### src/rtl/cac_pkg.sv
// rtl/cac_pkg.sv - shared op encodings and combine function for the compare-and-combine stage
package cac_pkg;

  // Widest operand the shared combine function supports; callers zero-extend and truncate.
  localparam int CAC_MAX_W = 64;

  typedef enum logic [1:0] {
    OP_ADD    = 2'd0,
    OP_MIN    = 2'd1,
    OP_MAX    = 2'd2,
    OP_KEEP_A = 2'd3
  } cac_op_e;

  // Unsigned combine on zero-extended operands; truncating the result to the
  // caller's width gives the modulo-2^W wrap for ADD.
  function automatic logic [CAC_MAX_W-1:0] cac_combine(
    input cac_op_e              op,
    input logic [CAC_MAX_W-1:0] a,
    input logic [CAC_MAX_W-1:0] b
  );
    logic [CAC_MAX_W-1:0] r;
    r = a;
    case (op)
      OP_ADD:    r = a + b;
      OP_MIN:    r = (a < b) ? a : b;
      OP_MAX:    r = (a > b) ? a : b;
      OP_KEEP_A: r = a;
      default:   r = a;
    endcase
    return r;
  endfunction

endpackage

### src/rtl/cac_combine_unit.sv
// rtl/cac_combine_unit.sv - op decode followed by a COMB_LAT-deep enabled result pipeline
module cac_combine_unit
  import cac_pkg::*;
#(
  parameter int DATA_W   = 32,
  parameter int COMB_LAT = 2
) (
  input  logic              clk,
  input  logic              rst,
  input  logic              en,
  input  logic [1:0]        op,
  input  logic [DATA_W-1:0] a,
  input  logic [DATA_W-1:0] b,
  output logic [DATA_W-1:0] result
);

  logic [DATA_W-1:0] pipe [COMB_LAT];
  logic [DATA_W-1:0] comb_now;

  assign comb_now = DATA_W'(cac_combine(cac_op_e'(op), CAC_MAX_W'(a), CAC_MAX_W'(b)));

  // First stage captures the combined value, later stages only delay it.
  always_ff @(posedge clk or posedge rst) begin
    if (rst) begin
      for (int i = 0; i < COMB_LAT; i++) begin
        pipe[i] <= '0;
      end
    end else if (en) begin
      pipe[0] <= comb_now;
      for (int i = 1; i < COMB_LAT; i++) begin
        pipe[i] <= pipe[i-1];
      end
    end
  end

  assign result = pipe[COMB_LAT-1];

endmodule

### src/rtl/cac_combine_pipe.sv
// rtl/cac_combine_pipe.sv - two-lane sort, latency-matched combine and merge with statistics
module cac_combine_pipe
  import cac_pkg::*;
#(
  parameter int DATA_W   = 32,
  parameter int COMB_LAT = 2,
  parameter int CNT_W    = 32
) (
  input  logic              clk,
  input  logic              rst,
  input  logic              in_valid_a,
  input  logic              in_valid_b,
  input  logic [DATA_W-1:0] in_dest_a,
  input  logic [DATA_W-1:0] in_dest_b,
  input  logic [DATA_W-1:0] in_upd_a,
  input  logic [DATA_W-1:0] in_upd_b,
  input  logic [1:0]        in_op,
  output logic              in_ready,
  input  logic              out_ready,
  output logic              out_valid_a,
  output logic              out_valid_b,
  output logic [DATA_W-1:0] out_dest_a,
  output logic [DATA_W-1:0] out_dest_b,
  output logic [DATA_W-1:0] out_upd_a,
  output logic [DATA_W-1:0] out_upd_b,
  input  logic              cnt_clr,
  output logic [CNT_W-1:0]  pair_cnt,
  output logic [CNT_W-1:0]  merge_cnt
);

  localparam int LAST = COMB_LAT - 1;

  logic              en;
  logic              swap;
  logic              merge;
  logic              accept_in;
  logic              merge_beat;
  logic [DATA_W-1:0] comb_res;

  logic              s0_va;
  logic              s0_vb;
  logic [DATA_W-1:0] s0_da;
  logic [DATA_W-1:0] s0_db;
  logic [DATA_W-1:0] s0_ua;
  logic [DATA_W-1:0] s0_ub;
  logic [1:0]        s0_op;

  logic              dl_va [COMB_LAT];
  logic              dl_vb [COMB_LAT];
  logic [DATA_W-1:0] dl_da [COMB_LAT];
  logic [DATA_W-1:0] dl_db [COMB_LAT];
  logic [DATA_W-1:0] dl_ua [COMB_LAT];
  logic [DATA_W-1:0] dl_ub [COMB_LAT];

  // Whole pipeline, combine stages included, advances only when downstream accepts.
  assign en       = out_ready;
  assign in_ready = out_ready;

  // Equal destinations and single-valid pairs keep their lane order.
  assign swap = in_valid_a & in_valid_b & (in_dest_b < in_dest_a);

  // Stage 0: sort so lane A carries the smaller destination.
  always_ff @(posedge clk or posedge rst) begin
    if (rst) begin
      s0_va <= 1'b0;
      s0_vb <= 1'b0;
      s0_da <= '0;
      s0_db <= '0;
      s0_ua <= '0;
      s0_ub <= '0;
      s0_op <= '0;
    end else if (en) begin
      s0_va <= swap ? in_valid_b : in_valid_a;
      s0_vb <= swap ? in_valid_a : in_valid_b;
      s0_da <= swap ? in_dest_b  : in_dest_a;
      s0_db <= swap ? in_dest_a  : in_dest_b;
      s0_ua <= swap ? in_upd_b   : in_upd_a;
      s0_ub <= swap ? in_upd_a   : in_upd_b;
      s0_op <= in_op;
    end
  end

  // Delay line matching the combine unit depth.
  always_ff @(posedge clk or posedge rst) begin
    if (rst) begin
      for (int i = 0; i < COMB_LAT; i++) begin
        dl_va[i] <= 1'b0;
        dl_vb[i] <= 1'b0;
        dl_da[i] <= '0;
        dl_db[i] <= '0;
        dl_ua[i] <= '0;
        dl_ub[i] <= '0;
      end
    end else if (en) begin
      dl_va[0] <= s0_va;
      dl_vb[0] <= s0_vb;
      dl_da[0] <= s0_da;
      dl_db[0] <= s0_db;
      dl_ua[0] <= s0_ua;
      dl_ub[0] <= s0_ub;
      for (int i = 1; i < COMB_LAT; i++) begin
        dl_va[i] <= dl_va[i-1];
        dl_vb[i] <= dl_vb[i-1];
        dl_da[i] <= dl_da[i-1];
        dl_db[i] <= dl_db[i-1];
        dl_ua[i] <= dl_ua[i-1];
        dl_ub[i] <= dl_ub[i-1];
      end
    end
  end

  cac_combine_unit #(
    .DATA_W   (DATA_W),
    .COMB_LAT (COMB_LAT)
  ) u_combine (
    .clk    (clk),
    .rst    (rst),
    .en     (en),
    .op     (s0_op),
    .a      (s0_ua),
    .b      (s0_ub),
    .result (comb_res)
  );

  // Merge mux on the last stage; destinations always come from their own lane.
  assign merge       = dl_va[LAST] & dl_vb[LAST] & (dl_da[LAST] == dl_db[LAST]);
  assign out_valid_a = dl_va[LAST];
  assign out_valid_b = dl_vb[LAST] & ~merge;
  assign out_dest_a  = dl_da[LAST];
  assign out_dest_b  = dl_db[LAST];
  assign out_upd_a   = merge ? comb_res : dl_ua[LAST];
  assign out_upd_b   = merge ? '0 : dl_ub[LAST];

  assign accept_in  = in_ready & (in_valid_a | in_valid_b);
  assign merge_beat = out_ready & merge;

  // Saturating statistics; clear wins over a same-cycle increment.
  always_ff @(posedge clk or posedge rst) begin
    if (rst) begin
      pair_cnt  <= '0;
      merge_cnt <= '0;
    end else if (cnt_clr) begin
      pair_cnt  <= '0;
      merge_cnt <= '0;
    end else begin
      if (accept_in && (pair_cnt != '1)) begin
        pair_cnt <= pair_cnt + CNT_W'(1);
      end
      if (merge_beat && (merge_cnt != '1)) begin
        merge_cnt <= merge_cnt + CNT_W'(1);
      end
    end
  end

endmodule
### config.mk
export PLATFORM = sky130hd
export DESIGN_NAME = cac_combine_pipe
export DESIGN_NICKNAME = d
export VERILOG_FILES = /design/src/rtl/cac_pkg.sv /design/src/rtl/cac_combine_unit.sv /design/src/rtl/cac_combine_pipe.sv
export SDC_FILE = /design/constraint.sdc
export NUM_CORES = 1
export LEC_CHECK = 0
export ABC_CLOCK_PERIOD_IN_PS = 14200
export BUFFER_PORTS_ARGS = -buffer_cell sky130_fd_sc_hd__buf_2
export CORE_MARGIN = 3
export CORE_UTILIZATION = 50
export DETAILED_ROUTE_END_ITERATION = 8
export GPL_TIMING_DRIVEN = 0
export PLACE_DENSITY = 0.76
export SLEW_MARGIN = 20
export SYNTH_ARGS = -nofsm -noshare
export SYNTH_HDL_FRONTEND = slang
export SYNTH_SLANG_ARGS = --single-unit
### constraint.sdc
create_clock -name clk -period 14.2 [get_ports clk]
set_input_delay 0 -clock clk [delete_from_list [all_inputs] [get_ports clk]]
set_output_delay 0 -clock clk [all_outputs]
set_load 0.005 [all_outputs]
* Word-level counts from Yosys, hierarchy flattened
Index checks and enable logic that the tools add are counted.
Word-level totals: logic and storage cells 64, input bits 136, register bits 520
Operators by class: reduce and logical (&&, ||, !) cells 5, bitwise operators 9, $lt $le $gt $ge 3, muxes and demuxes 15, eq/ne operators 6, add/sub/neg operators 3
Operators by type and width (count):
- 32-bit two-way mux | 12
- 32-bit case mux with 4 select lines | 1
- 32-bit by 1-bit adder with 32-bit output (second input constant) | 2
- 32-bit less-than comparator | 2
- 32-bit != test (second input constant) | 2
- 32-bit adder | 1
- 32-bit equality test | 1
- 32-bit greater-than comparator | 1
- 1-bit AND | 7
- 2-bit equality test (second input constant) | 2
- 2-bit nonzero test | 2
- 2-bit by 1-bit equality test with 1-bit output (second input constant) | 1
- 1-bit logical AND | 2
- 2-bit zero test | 1
- 1-bit two-way mux | 2
- 1-bit inverter | 1
- 1-bit OR | 1

* Logic depth before layout (Yosys ltp)
word-level depth 6, depth in mapped cells 15

* Modules after synthesis
A second synthesis with hierarchy kept.
Unflattened totals: cell total of the unflattened synthesis 2884, area, all modules 29648.4 µm²
Modules (own cells, without submodules):
- cac_combine_pipe | instances 1, seq. area each 11410.9 µm², area an instance 23314.9 µm², cells each 2136
- cac_combine_unit | instances 1, seq. area each 1601.5 µm², area an instance 6333.6 µm², cells each 748

* Worst setup path after synthesis
Ideal clock, no wire load.
kind register to register, from register s0_ua[14], to register u_combine.pipe[51] (netlist bit), data required time 14.074 ns, path slack 11.139 ns, arrival time 2.935 ns, cell stages (with the launch flop) 12, clock period less this slack 3.061 ns, buffers on the path 2, cells stage by stage dfrtp_1 -> ha_1 -> buf_2 -> nand4_1 -> nor4_1 -> a21boi_0 -> nor4b_1 -> o311ai_4 -> buf_2 -> mux2_2 -> a221oi_1 -> nor2_1
On the way: cells in the longest elaborated chain, start to end 3, elaborated cells between the ends (all ways) 6, classes of those cells add/sub: 1; order compare: 2; mux: 3
RTL lines:
- start: declaration | RTL line cac_combine_pipe.sv:44 | logic [DATA_W-1:0] s0_ua;
- start signal: assignment | RTL line cac_combine_pipe.sv:77 | s0_ua <= swap ? in_upd_b : in_upd_a;
- 32-bit greater-than comparator or 32-bit less-than comparator (tied branches) | RTL line cac_pkg.sv:26, cac_pkg.sv:25
- 32-bit two-way mux (on tied branches) | RTL line cac_pkg.sv:26, cac_pkg.sv:25
- 32-bit case mux with 4 select lines * | RTL line cac_pkg.sv:23 | case (op)
- end signal: indexed assignment | RTL line cac_combine_unit.sv:31 | pipe[i] <= pipe[i-1];
- end: declaration | RTL line cac_combine_unit.sv:17 | logic [DATA_W-1:0] pipe [COMB_LAT];
Every way passes the cells marked *; elsewhere a longest branch is shown, timed or not. A chain may end at the register's enable or synchronous reset.

* Worst setup path in the final report
from register dl_db (netlist bit out_dest_b[21]), to output out_upd_a[20]
On the way: cells in the longest elaborated chain, start to end 3
RTL lines:
- start: declaration | RTL line cac_combine_pipe.sv:51 | logic [DATA_W-1:0] dl_db [COMB_LAT];
- start signal: indexed assignment | RTL line cac_combine_pipe.sv:105 | dl_db[i] <= dl_db[i-1];
- 32-bit equality test | RTL line cac_combine_pipe.sv:126 | assign merge = dl_va[LAST] & dl_vb[LAST] & (dl_da[LAST] == dl_db[LAST]);
- 1-bit AND | RTL line cac_combine_pipe.sv:126
- 32-bit two-way mux | RTL line cac_combine_pipe.sv:131 | assign out_upd_a = merge ? comb_res : dl_ua[LAST];
- end: declaration | RTL line cac_combine_pipe.sv:24 | output logic [DATA_W-1:0] out_upd_a,
Every way passes these cells.

==> reports/qor.yml <==
clocking:
  cts.sinks: 520
  clk_pin_slew_ns: 0.07
  cts_tree: "yes"
  root_buffer: "clkbuf_16"
  cts_setup_buffers: 0
  cts_resized: 0
  cts_max_level: 2
  cts_buffers: 54
  clk_path_buf_depth: 3
  insertion_delay_ns: 0.62
  cts.hold.buffers_added: 199
logic_synthesis:
  syn_area_mm2: 0.02637
  ys_ff_latch: 520
  synth_top_area_cell: "dfrtp_1"
  synth_edf_count: 0
  avgSynthCellArea_um2: 11.12
  seq_area_frac_synth_pct: 49.35
  synth_ff_type: "dfrtp_1"
  synth_cells: 2372
  ys_top_cells_by_area: "dfrtp_1, mux2_2, ha_1"
  yosysUniqueCellTypes: 77
  synth_nets: 2605
  synthArstFlopShare_pct: 100.0
  synth_top_area_share_pct: 49.35
  synth_warnings: 0
placed_design:
  portBuffers: 328
  hpwl_um: 58980
  place_ws_ns: 9.744
  gp_congestion: 0.9718
critical_path:
  worstSetupStartpointType: "flip-flop"
  worst_setup_path_end_kind: "primary output"
  crit_required_ns: 14.20
  path_class: "reg -> out"
  r2r_start: "s0_ub[13]$_DFFE_PP0P_"
  r2r-end: "u_combine.pipe[48]$_DFFE_PP0P_"
  cp_max_fo: 10
  worst-r2r-setup-slack_ns: 9.82
  cp.arrival_ns: 5.18
  r2r_cells: 12
timing:
  min_period_ns: 5.178
  finalClockSkew_ns: 0.02322
  fin_crit_sh_pct: 36.47
  rsz0062_at_grt: "no"
  fin_ws_ns: 9.022
  setup_violations: 0
  slew_headroom_pct: 21.48
  fin_setup_tns_ns: 0
  max_freq_mhz: 193.1
  finalHoldViolCount: 0
  drv_slew: 0
  worstMarginPinSlew_ns: 1.178
routing:
  drc_errors: 0
  highest_layer: "met5"
  wl_per_cell_um: 22.45
  first_pass_iters: 6
  wl_met2_um: 39110
  wl_met1_um: 34300
  drt_wl_total_um: 83080
  ant_nets: 0
  viasPerCell: 5.744
  wl_met3_um: 6422
  vias: 21250
  drtIter0Drc: 1678
pwr:
  p_leak_nw: 15.28
  vdd_ir_drop_max_mv: 0.09853
  total_power_mw: 4.418
  power.density_mw_per_mm2: 133.5
final_layout:
  drive_gt1_share_pct: 28.65
  mostFrequentLayoutCells: "dfrtp_1, buf_2, mux2_2, nor2_1, dlygate4sd3_1"
  multiInputGateArea_mm2: 0.01195
  layout_commonest_cell: "dfrtp_1"
  syn2layout_area_growth_pct: 25.46
  regArea_mm2: 0.01301
  final_net_count: 3205
  num-fill-cells: 3994
floorplanning:
  start_util_pct: 50.99
  die_w_um: 235.6
  io_pins: 331
  rows: 83
  die_y_um: 235.6
  die_area_mm2: 0.05553
  core_mm2: 0.05172
global_routing:
  antenna_found_initial: 6
  grt_pass1_wl_um: 128300
  grt_pass1_vias: 22040
  grt_usage_pct: 29.35
  grt_overflow_total: 0
  grt_start_max_net_pins: 37
worst_hold_path:
  hold-path-endpoint: "u_combine.pipe[63]$_DFFE_PP0P_"
  whs_path_depth: 4
  min-delay-start: "out_ready"
  hold_path_class: "in -> reg"
flow_run:
  drv_cap: 0
run_status:
  outcome: "finished clean"
-- state kept, by name, summed over array words and instances (netlist names) --
signal	count
dl_ub	64
s0_va	1
s0_db	32
dl_va	1
s0_ua	32
merge_cnt	32
s0_ub	32
dl_vb	2
out_dest_a	32
s0_vb	1
s0_da	32
dl_ua	64
out_valid_a	1
dl_da	32
out_dest_b	32
s0_op	2
dl_db	32
pair_cnt	32
u_combine.result	32
u_combine.pipe	32
-- logic make-up after synthesis --
family / count (synthesis) / synth area share (%)
and+or+nand+nor: 546 / 9.945
DFF: 520 / 49.35
muxes: 449 / 18.62
AOI/OAI and AO/OA: 347 / 8.484
buffers and inverters: 304 / 5.352
xor gates and xnor gates: 109 / 3.620
adders and majority gates: 97 / 4.631
-- synth_stat cells, drive strengths merged, types with 4 or more instances --
cell type and number:
a31oi 4, nand2 88, and2 5, inv 110, nor4 16, nand2b 6, a222oi 6, xnor2 42
ha 96, nor3 22, o41ai 5, o31ai 6, a211oi 5, a21oi 176, o221ai 36, and4 8
nand4 27, nor2 233, and3 11, buf 90, clkbuf 102, nand3 68, a21boi 4, dfrtp 520
xor2 67, a21o 12, nor2b 42, a221oi 15, mux2i 117, o21ai 45, or3 13, mux2 332
o2111ai 4
-- how the worst max path moves through the flow --
stage                                     from  cells after the start                  endpoint  slack (ns)
floorplan                                  rst                      1     dl_da[32]$_DFFE_PP0P_        7.14
global placement                           rst                      2  pair_cnt[23]$_DFFE_PP0P_        4.51
detailed placement  out_dest_b[21]$_DFFE_PP0P_                      8             out_upd_a[20]        9.74
CTS                 out_dest_b[21]$_DFFE_PP0P_                      8             out_upd_a[20]        9.07
global route        out_dest_b[21]$_DFFE_PP0P_                      8             out_upd_a[20]        8.95
finish              out_dest_b[21]$_DFFE_PP0P_                      8             out_upd_a[20]        9.02
-- layer usage --
metal | global-route usage, % | up-vias
met5 | 0 | -
met4 | 11.80 | 2
met3 | 6.268 | 160
met2 | 47.40 | 910
met1 | 38.76 | 10710
li1 | - | 9467
-- cell type report --
type	instances	area share, %
diodes	4	0.03026
plain buffers	192	2.995
clock buffers	78	4.720
clock inverters	22	0.9228
inverters	112	1.282
multi-input cells	1548	36.11
flip-flops and latches	520	39.33
well taps	680	2.572
repair buffers	544	12.03
-- per-stage QoR --
| step | cells | util (%) | cell area, um2 | hold slack (ns) |
|---|---|---|---|---|
| final | 3700 | 63.97 | 33080 | 0.1061 |
| after global routing | 3698 | 63.96 | 33080 | 0.1668 |
| after CTS | 3696 | 63.95 | 33070 | 0.08879 |
| after detailed placement | 3397 | 56.49 | 29210 | 0.04641 |
| after global placement | 3380 | 55.81 | 28870 | 0.1692 |
| after floorplan | 2372 | - | 26370 | 0.08082 |
-- where the power goes --
part	total [mW]	internal [mW]	leakage, nW	switching, mW
clock	1.48	0.861	0.906	0.618
sequential	1.90	1.71	6.12	0.183
combinational	1.04	0.517	8.25	0.526
-- critical path, cell delays in order, from the launching register on --
cell      delay [ns]
dfrtp_1         0.41
xor2_1          0.19
nor4_1          0.67
nand4_1         0.19
nor3_1          0.87
clkbuf_1        0.94
buf_1           0.64
mux2_2          0.48
buf_2           0.15
Note: power is estimated with default switching activity, not from simulation.
